[config.mk]
export PLATFORM = sky130hd
export DESIGN_NAME = uart_rx_param
export DESIGN_NICKNAME = d
export VERILOG_FILES = /design/src/rtl/uart_pkg.sv /design/src/rtl/uart_rx_sampler.sv /design/src/rtl/uart_rx_param.sv
export SDC_FILE = /design/constraint.sdc
export NUM_CORES = 1
export LEC_CHECK = 0
export ABC_AREA = 0
export BUFFER_PORTS_ARGS = -buffer_cell sky130_fd_sc_hd__buf_2
export CORE_UTILIZATION = 25
export DETAILED_ROUTE_END_ITERATION = 8
export PLACE_DENSITY = 0.43
export SYNTH_ARGS = -nofsm -noshare
export SYNTH_HDL_FRONTEND = slang
export SYNTH_SLANG_ARGS = --single-unit
[constraint.sdc]
create_clock -name clk -period 1.9 [get_ports clk]
set_input_delay 0.285 -clock clk [delete_from_list [all_inputs] [get_ports clk]]
set_output_delay 0.285 -clock clk [all_outputs]
set_load 0.1 [all_outputs]
[src/rtl/uart_pkg.sv]
// Shared UART definitions: receiver/transmitter state encoding, parity modes and the
// parity helper used by both directions.
package uart_pkg;

  typedef enum logic [2:0] {
    ST_IDLE   = 3'd0,
    ST_START  = 3'd1,
    ST_DATA   = 3'd2,
    ST_PARITY = 3'd3,
    ST_STOP   = 3'd4
  } uart_state_e;

  localparam int PARITY_NONE = 0;
  localparam int PARITY_EVEN = 1;
  localparam int PARITY_ODD  = 2;

  // Data is zero-extended to 9 bits; the extra zeros do not change the XOR.
  function automatic logic parity_bit(input logic [8:0] data, input int mode);
    logic p;
    p = ^data;
    if (mode == PARITY_ODD) begin
      parity_bit = ~p;
    end else begin
      parity_bit = p;
    end
  endfunction

endpackage

[src/rtl/uart_rx_sampler.sv]
// Front end of the receiver: two-flop synchroniser plus a three-tap majority voter over
// consecutive oversample ticks.
module uart_rx_sampler (
  input  logic clk,
  input  logic rst,
  input  logic clk_en,
  input  logic rx,
  output logic voted,
  output logic fall_hint
);

  logic       sync1_r;
  logic       sync2_r;
  logic [1:0] hist_r;

  // Synchronise rx every clk and keep the samples of the two previous ticks
  always_ff @(posedge clk) begin
    if (rst) begin
      sync1_r <= 1'b1;
      sync2_r <= 1'b1;
      hist_r  <= 2'b11;
    end else begin
      sync1_r <= rx;
      sync2_r <= sync1_r;
      if (clk_en) begin
        hist_r <= {hist_r[0], sync2_r};
      end
    end
  end

  // On a tick, sync2_r is the current sample and hist_r holds the two before it.
  assign voted     = (hist_r[1] & hist_r[0]) | (hist_r[1] & sync2_r) | (hist_r[0] & sync2_r);
  assign fall_hint = ~sync2_r;

endmodule

[src/rtl/uart_rx_param.sv]
// Parametrised UART receive engine: start validation, LSB-first data, optional parity,
// one or two checked stop bits, with parity/framing/overrun/break reporting.
module uart_rx_param
  import uart_pkg::*;
#(
  parameter int DATA_BITS   = 8,
  parameter int OVERSAMPLE  = 16,
  parameter int PARITY_MODE = 0,
  parameter int STOP_BITS   = 1
) (
  input  logic                 clk,
  input  logic                 rst,
  input  logic                 clk_en,
  input  logic                 rx,
  input  logic                 rdy_clr,
  output logic [DATA_BITS-1:0] data_out,
  output logic                 rdy,
  output logic                 parity_err,
  output logic                 frame_err,
  output logic                 overrun,
  output logic                 brk,
  output logic                 busy
);

  localparam int CNT_W = $clog2(OVERSAMPLE);
  localparam int BIT_W = $clog2(DATA_BITS + 1);
  localparam logic [CNT_W-1:0] MID_HI   = CNT_W'(OVERSAMPLE / 2 + 1);
  localparam logic [CNT_W-1:0] CNT_LAST = CNT_W'(OVERSAMPLE - 1);
  localparam logic [BIT_W-1:0] BIT_LAST = BIT_W'(DATA_BITS);
  localparam logic [BIT_W-1:0] STOP_LAST = BIT_W'(STOP_BITS - 1);

  uart_state_e          state_r;
  logic [CNT_W-1:0]     cnt_r;
  logic [BIT_W-1:0]     bit_idx_r;
  logic [DATA_BITS-1:0] shift_r;
  logic                 par_bit_r;
  logic                 par_err_acc_r;
  logic                 frame_acc_r;

  logic voted_s;
  logic fall_hint_s;
  logic complete_s;
  logic frame_new_s;
  logic brk_new_s;

  uart_rx_sampler u_sampler (
    .clk       (clk),
    .rst       (rst),
    .clk_en    (clk_en),
    .rx        (rx),
    .voted     (voted_s),
    .fall_hint (fall_hint_s)
  );

  // Completing half a bit into the last stop bit leaves time to catch a back-to-back start.
  assign complete_s  = clk_en & (state_r == ST_STOP) & (cnt_r == MID_HI) & (bit_idx_r == STOP_LAST);
  assign frame_new_s = frame_acc_r | ~voted_s;
  assign brk_new_s   = frame_new_s & (shift_r == '0) & ~par_bit_r;

  // Receive FSM, shift register and host-visible flags
  always_ff @(posedge clk) begin
    if (rst) begin
      state_r       <= ST_IDLE;
      cnt_r         <= '0;
      bit_idx_r     <= '0;
      shift_r       <= '0;
      par_bit_r     <= 1'b0;
      par_err_acc_r <= 1'b0;
      frame_acc_r   <= 1'b0;
      data_out      <= '0;
      rdy           <= 1'b0;
      parity_err    <= 1'b0;
      frame_err     <= 1'b0;
      overrun       <= 1'b0;
      brk           <= 1'b0;
      busy          <= 1'b0;
    end else begin
      if (clk_en) begin
        case (state_r)
          ST_IDLE: begin
            if (fall_hint_s) begin
              state_r       <= ST_START;
              busy          <= 1'b1;
              cnt_r         <= '0;
              par_bit_r     <= 1'b0;
              par_err_acc_r <= 1'b0;
              frame_acc_r   <= 1'b0;
            end
          end
          ST_START: begin
            if (cnt_r == MID_HI && voted_s) begin
              state_r <= ST_IDLE;
              busy    <= 1'b0;
              cnt_r   <= '0;
            end else if (cnt_r == CNT_LAST) begin
              state_r   <= ST_DATA;
              cnt_r     <= '0;
              bit_idx_r <= '0;
            end else begin
              cnt_r <= cnt_r + CNT_W'(1);
            end
          end
          ST_DATA: begin
            if (cnt_r == MID_HI) begin
              shift_r   <= {voted_s, shift_r[DATA_BITS-1:1]};
              bit_idx_r <= bit_idx_r + BIT_W'(1);
            end
            if (cnt_r == CNT_LAST) begin
              cnt_r <= '0;
              if (bit_idx_r == BIT_LAST) begin
                state_r   <= (PARITY_MODE != PARITY_NONE) ? ST_PARITY : ST_STOP;
                bit_idx_r <= '0;
              end
            end else begin
              cnt_r <= cnt_r + CNT_W'(1);
            end
          end
          ST_PARITY: begin
            if (cnt_r == MID_HI) begin
              par_bit_r     <= voted_s;
              par_err_acc_r <= voted_s != parity_bit(9'(shift_r), PARITY_MODE);
            end
            if (cnt_r == CNT_LAST) begin
              state_r   <= ST_STOP;
              cnt_r     <= '0;
              bit_idx_r <= '0;
            end else begin
              cnt_r <= cnt_r + CNT_W'(1);
            end
          end
          ST_STOP: begin
            if (complete_s) begin
              state_r <= ST_IDLE;
              busy    <= 1'b0;
              cnt_r   <= '0;
            end else begin
              if (cnt_r == MID_HI && !voted_s) begin
                frame_acc_r <= 1'b1;
              end
              if (cnt_r == CNT_LAST) begin
                cnt_r     <= '0;
                bit_idx_r <= bit_idx_r + BIT_W'(1);
              end else begin
                cnt_r <= cnt_r + CNT_W'(1);
              end
            end
          end
          default: begin
            state_r <= ST_IDLE;
            busy    <= 1'b0;
            cnt_r   <= '0;
          end
        endcase
      end

      // A frame completing alongside a host read wins: rdy stays up with fresh flags.
      if (complete_s) begin
        data_out   <= shift_r;
        rdy        <= 1'b1;
        parity_err <= par_err_acc_r;
        frame_err  <= frame_new_s;
        brk        <= brk_new_s;
        overrun    <= (overrun | rdy) & ~rdy_clr;
      end else if (rdy_clr) begin
        rdy        <= 1'b0;
        parity_err <= 1'b0;
        frame_err  <= 1'b0;
        overrun    <= 1'b0;
        brk        <= 1'b0;
      end
    end
  end

endmodule
Yosys cells after proc, flatten, opt, wreduce, memory -nomap -nowiden
Cells that the tools add are included.

cells by class
  equality and inequality tests = 20
  add/subtract/negate cells = 2
  mux-type cells = 43
  bitwise logic cells = 17
  reductions and logical operators = 19

operator list
  cell                                                 count
  2-to-1 mux 4 bit                                     11
  case mux 4 bit (4 select lines)                      2
  2-to-1 mux 3 bit                                     7
  2-to-1 mux 1 bit                                     18
  != test 2 bit, second input constant                 9
  case mux 3 bit (5 select lines)                      1
  AND reduction 5 bit                                  3
  equality test 4 bit, second input constant           3
  AND 1 bit                                            9
  XOR reduction 9 bit                                  1
  adder 4 x 1 -> 4 bit, second input constant          2
  logical NOT 8 bit                                    1
  AND reduction 7 bit                                  1
  equality test 3 x 2 -> 1 bit, second input constant  2
  case mux 1 bit (2 select lines)                      3
  nonzero test 2 bit                                   3
  logical NOT 4 bit                                    1
  != test 2 x 1 -> 1 bit, second input constant        2
  NOT 1 bit                                            4
  OR 1 bit                                             4
  case mux 1 bit (4 select lines)                      1
  AND reduction 4 bit                                  1
  nonzero test 4 bit                                   1
  equality test 3 x 1 -> 1 bit, second input constant  1
  9 further kinds                                      10

storage, ports and cells
  bits of input ports = 5
  register bits = 40

Logic depth before layout (Yosys ltp)
  depth after elaboration = 8
  gate-level depth with buffers = 9

Hierarchy
From an unflattened synthesis, not the netlist that was laid out.

second synthesis, totals
  cell total of the unflattened synthesis = 250
  area total of the unflattened synthesis = 2030.7 um^2

modules (own cells, without submodules)
  module           times used  cells an instance  area an instance (um^2)
  uart_rx_param    1           238                1893.1
  uart_rx_sampler  1           12                 137.6

Worst setup path after synthesis
No wires, ideal clock.

  path type = reg2reg
  from = register cnt_r[0]
  to = register par_err_acc_r
  required time = 1.830 ns
  setup slack = 0.032 ns
  stages on the path, launching flop included = 8
  buffers on the path = 1
  data arrival time = 1.798 ns
  library setup time = 0.070 ns
  path through = dfxtp_1 ha_1 and3b_1 buf_6 a21oi_2 or3_4 or4_1 a21oi_1

on the way
  word-level cells in the longest chain between the ends = 3

ends and longest elaborated chain
  what                                  line                  text
  start: declaration                    uart_rx_param.sv:33   logic [CNT_W-1:0] cnt_r;
  start signal: assignment              uart_rx_param.sv:100  cnt_r <= cnt_r + CNT_W'(1);
  start signal: assignment              uart_rx_param.sv:115  cnt_r <= cnt_r + CNT_W'(1);
  start signal: assignment              uart_rx_param.sv:128  cnt_r <= cnt_r + CNT_W'(1);
  equality test 4 bit                   uart_rx_param.sv:119  if (cnt_r == MID_HI) begin
  != test 2 bit (no source line)        -
  AND reduction 4 bit (no source line)  -
  end signal: assignment                uart_rx_param.sv:121  par_err_acc_r <= voted_s != parity_bit(9'(shift_r), PARITY_MODE);
  end: declaration                      uart_rx_param.sv:37   logic par_err_acc_r;

No other way between the ends.
A chain may end at the register's enable or synchronous reset.

Final worst setup path
Ends and elaborated chain as after synthesis.

==> run_summary.xml <==
<?xml version="1.0" encoding="UTF-8"?>
<metrics>
  <group name="outcome">
    <metric name="run_status" unit="">completed</metric>
  </group>
  <group name="clock_tree">
    <metric name="clk_lat_worst_skew" unit="ns">0.29</metric>
    <metric name="cts_max_path_buffers" unit="">2</metric>
    <metric name="postCtsSetupBuffers" unit="">0</metric>
    <metric name="tritoncts" unit="">built</metric>
    <metric name="cts.sink_count" unit="">40</metric>
    <metric name="cts_root_buf" unit="">clkbuf_8</metric>
    <metric name="cts.htree.levels" unit="">2</metric>
    <metric name="clkSlewWorstSetupHoldPaths" unit="ns">0.08</metric>
    <metric name="numCtsBuffers" unit="">5</metric>
  </group>
  <group name="finish">
    <metric name="syn2layout_area_growth" unit="%">23.9</metric>
    <metric name="drive_above_1_share" unit="%">27.1</metric>
    <metric name="post_layout_nets" unit="">285</metric>
    <metric name="antenna_cells" unit="">0</metric>
  </group>
  <group name="worst_setup_path">
    <metric name="critical_path_required" unit="ns">2.13</metric>
    <metric name="critical_path.cell_chain" unit="">ha_1 &gt; and3b_2 &gt; a21oi_2 &gt; or3_4 &gt; or4_4 &gt; a21oi_2</metric>
    <metric name="cp_slowest_stage_delay" unit="ns">0.49</metric>
    <metric name="largest_fanout_on_the_critical_path" unit="">3</metric>
    <metric name="number_of_buffers_and_inverters_on_the_critical_path" unit="">0</metric>
    <metric name="timing.critical_path.from_type" unit="">register</metric>
    <metric name="crit_family" unit="">simple AND/OR/NAND/NOR gates</metric>
    <metric name="path_common_cell" unit="">a21oi_2</metric>
    <metric name="crit_arrival" unit="ns">2.07</metric>
    <metric name="end_kind" unit="">register</metric>
    <metric name="timing.critical_path.slowest_stage_cell" unit="">or4_4</metric>
    <metric name="criticalPathCategory" unit="">register to register</metric>
  </group>
  <group name="placement">
    <metric name="post-place-ws" unit="ns">0.0586</metric>
    <metric name="dp_hpwl" unit="um">3160</metric>
    <metric name="gp_congestion" unit="">0.752</metric>
    <metric name="port-buffer-count" unit="">18</metric>
  </group>
  <group name="logic_synthesis">
    <metric name="ys.flop_type" unit="">dfxtp_1</metric>
    <metric name="synthArstFlopShare" unit="%">0</metric>
    <metric name="post_synth_instance_area" unit="sq um">1930</metric>
    <metric name="ys_ff_latch" unit="">40</metric>
    <metric name="netlist_instances" unit="">236</metric>
    <metric name="synth.net_count" unit="">249</metric>
    <metric name="ys_types" unit="">45</metric>
    <metric name="synth_enable_flop_cells" unit="">0</metric>
    <metric name="synth_seq_area_share" unit="%">41.4</metric>
    <metric name="ys_warn_count" unit="">0</metric>
    <metric name="synthesis.area_per_instance" unit="sq um">8.20</metric>
  </group>
  <group name="detailed_routing">
    <metric name="drc" unit="">0</metric>
    <metric name="detailedRoute.firstPassIterationCount" unit="">4</metric>
    <metric name="detail_route.iter0.violations" unit="">68</metric>
    <metric name="num_vias" unit="">1697</metric>
    <metric name="drt-vias-per-instance" unit="">4.56</metric>
    <metric name="drt-wirelength-per-cell" unit="um">12.0</metric>
    <metric name="drt_wl_total" unit="um">4470</metric>
    <metric name="postRouteAntennaNets" unit="">0</metric>
  </group>
  <group name="global_route">
    <metric name="global_route_wire_length_before_repair" unit="um">7540</metric>
    <metric name="number_of_global_route_vias_before_repair" unit="">1598</metric>
    <metric name="overflow" unit="">0</metric>
    <metric name="grtUsageTotal" unit="%">11.7</metric>
    <metric name="largest_net_degree_at_the_start_of_global_routing" unit="">27</metric>
    <metric name="grt_antenna_before_repair" unit="">0</metric>
  </group>
  <group name="sta">
    <metric name="finalWorstPathRequiredPeriod" unit="ns">1.84</metric>
    <metric name="post-route-worst-setup-slack" unit="ns">0.0565</metric>
    <metric name="layout_worst_path_cycle_share" unit="%">97.0</metric>
    <metric name="finClkSkew" unit="ns">0.00461</metric>
    <metric name="hold-worst-slack" unit="ns">0.166</metric>
    <metric name="setup_total_negative_slack" unit="ns">0</metric>
    <metric name="setup_viol_count_final" unit="">0</metric>
    <metric name="max_freq" unit="MHz">542</metric>
    <metric name="report.final.hold_viol_count" unit="">0</metric>
    <metric name="worst_slew_margin_relative_to_its_limit" unit="%">67.8</metric>
    <metric name="slew_violations" unit="">0</metric>
    <metric name="tightestPinTransition" unit="ns">0.483</metric>
  </group>
  <group name="floorplan">
    <metric name="floorplan.die.height" unit="um">90.0</metric>
    <metric name="fp.dieArea" unit="sq um">8090</metric>
    <metric name="num_io_pins" unit="">19</metric>
    <metric name="fp.coreArea" unit="sq um">7370</metric>
    <metric name="placementRows" unit="">31</metric>
    <metric name="chipWidth" unit="um">90.0</metric>
    <metric name="floorplan.initialDensity" unit="%">26.2</metric>
  </group>
  <group name="pwr">
    <metric name="power_density" unit="nW/um^2">634</metric>
    <metric name="p_leak" unit="nW">0.924</metric>
    <metric name="vdd_drop_max" unit="V">0.000216</metric>
  </group>
  <group name="hold_path">
    <metric name="hp-class" unit="">input pin to register</metric>
  </group>
  <group name="run">
    <metric name="max_cap_violations" unit="">0</metric>
  </group>
</metrics>
[cells by family (layout without fill, tap and decap cells)]
family / Yosys count / count (layout) / share of synthesized area, %
AND/OR/NAND/NOR: 96 / 96 / 25.0
flip-flops: 40 / 40 / 41.4
adder cells (fa/ha/maj): 9 / 9 / 5.76
XOR/XNOR: 5 / 5 / 2.26
multiplexers: 2 / 2 / 1.29
buffers and inverters: 30 / 67 / 6.47
AO/OA/AOI/OAI: 54 / 54 / 17.9
[layer usage]
layer / routed length (um) / track usage, % / vias up
met5: 0 / 0 / -
met4: 58 / 4.84 / 0
met3: 148 / 2.88 / 4
met2: 1940 / 18.1 / 26
met1: 2330 / 15.4 / 790
li1: - / - / 877
[worst register-to-register path, stage by stage (launching register included)]
cell and delay, ns:
dfxtp_2 0.36, ha_1 0.17, and3b_2 0.22, a21oi_2 0.05
or3_4 0.34, or4_4 0.49, a21oi_2 0.14
[layout by cell type, fill, tap and decap left out, types with 4 or more instances in the layout]
| cell | netlist | layout |
|---|---|---|
| nor2_1 | 13 | 13 |
| dfxtp_1 | 40 | 35 |
| nor3_1 | 6 | 6 |
| nand2b_1 | 5 | 5 |
| xnor2_1 | 4 | 4 |
| a21oi_1 | 29 | 28 |
| ha_1 | 8 | 7 |
| a22oi_1 | 4 | 4 |
| clkbuf_8 | 0 | 6 |
| buf_4 | 0 | 24 |
| dfxtp_2 | 0 | 5 |
| buf_2 | 4 | 18 |
| nand3_1 | 6 | 5 |
| nand2_1 | 41 | 41 |
| nand4_1 | 4 | 4 |
| or2_2 | 4 | 4 |
| inv_1 | 17 | 17 |
[path summary, 6_finish.rpt]
path	depth (start not counted)	startpoint	slack, ns	endpoint
hold reg to reg	1	u_sampler.sync1_r	0.42	u_sampler.sync2_r
setup / recovery	6	cnt_r[0]	0.06	par_err_acc_r
setup reg to reg	6	cnt_r[0]	0.06	par_err_acc_r
hold / removal	2	rdy_clr	0.17	overrun
[through the flow]
stage	utilization [%]	instances	instance area [sq um]	power [mW]
2_1_floorplan	-	236	1930	0.921
3_3_place_gp	30.8	364	2270	0.951
3_5_place_dp	30.8	364	2270	0.950
4_1_cts	32.0	372	2360	1.55
5_1_grt	32.5	372	2400	1.60
6_report	32.5	372	2400	1.52
[cells in the mapped netlist, drive strengths merged, types with 2 or more instances]
| cell | count | area, sq um |
|---|---|---|
| a211o | 2 | 17.5 |
| a21oi | 30 | 154 |
| a22oi | 4 | 30.0 |
| and3 | 2 | 15.0 |
| and3b | 2 | 17.5 |
| buf | 5 | 31.3 |
| clkbuf | 8 | 30.0 |
| dfxtp | 40 | 801 |
| ha | 8 | 100 |
| inv | 17 | 63.8 |
| nand2 | 41 | 154 |
| nand2b | 5 | 31.3 |
| nand3 | 6 | 30.0 |
| nand3b | 2 | 15.0 |
| nand4 | 4 | 25.0 |
| nor2 | 13 | 48.8 |
| nor2b | 2 | 12.5 |
| nor3 | 6 | 30.0 |
| nor3b | 3 | 22.5 |
| o21ai | 4 | 20.0 |
| o22ai | 3 | 18.8 |
| o31ai | 2 | 15.0 |
| or2 | 4 | 25.0 |
| xnor2 | 4 | 35.0 |
[state kept, by name, summed over array words and instances, names as in the netlist]
| register | cells |
|---|---|
| rdy | 1 |
| u_sampler.sync1_r | 1 |
| parity_err | 1 |
| data_out | 8 |
| par_bit_r | 1 |
| u_sampler.sync2_r | 1 |
| overrun | 1 |
| frame_acc_r | 1 |
| busy | 1 |
| par_err_acc_r | 1 |
| cnt_r | 4 |
| bit_idx_r | 4 |
| brk | 1 |
| u_sampler.hist_r | 2 |
| state_r | 3 |
| frame_err | 1 |
| shift_r | 8 |
[repair_timing]
item,4_1_cts,5_1_grt
gates resized for setup,0,13
setup endpoints to repair,0,4
hold buffers,0,0
[area by class of cell]
class / count / area, sq um
tap: 99 / 124
sequential: 40 / 807
clock inverter: 2 / 10.0
inverter: 17 / 63.8
fill: 800 / 4970
multi-input combinational: 166 / 1040
clock buffer: 6 / 82.6
timing repair buffer: 42 / 270
[power breakdown]
part	internal, mW	switching (mW)
Sequential	0.844	0.00548
Clock	0.290	0.297
Combinational	0.0344	0.0486
Power figures use the tool's default switching activity.
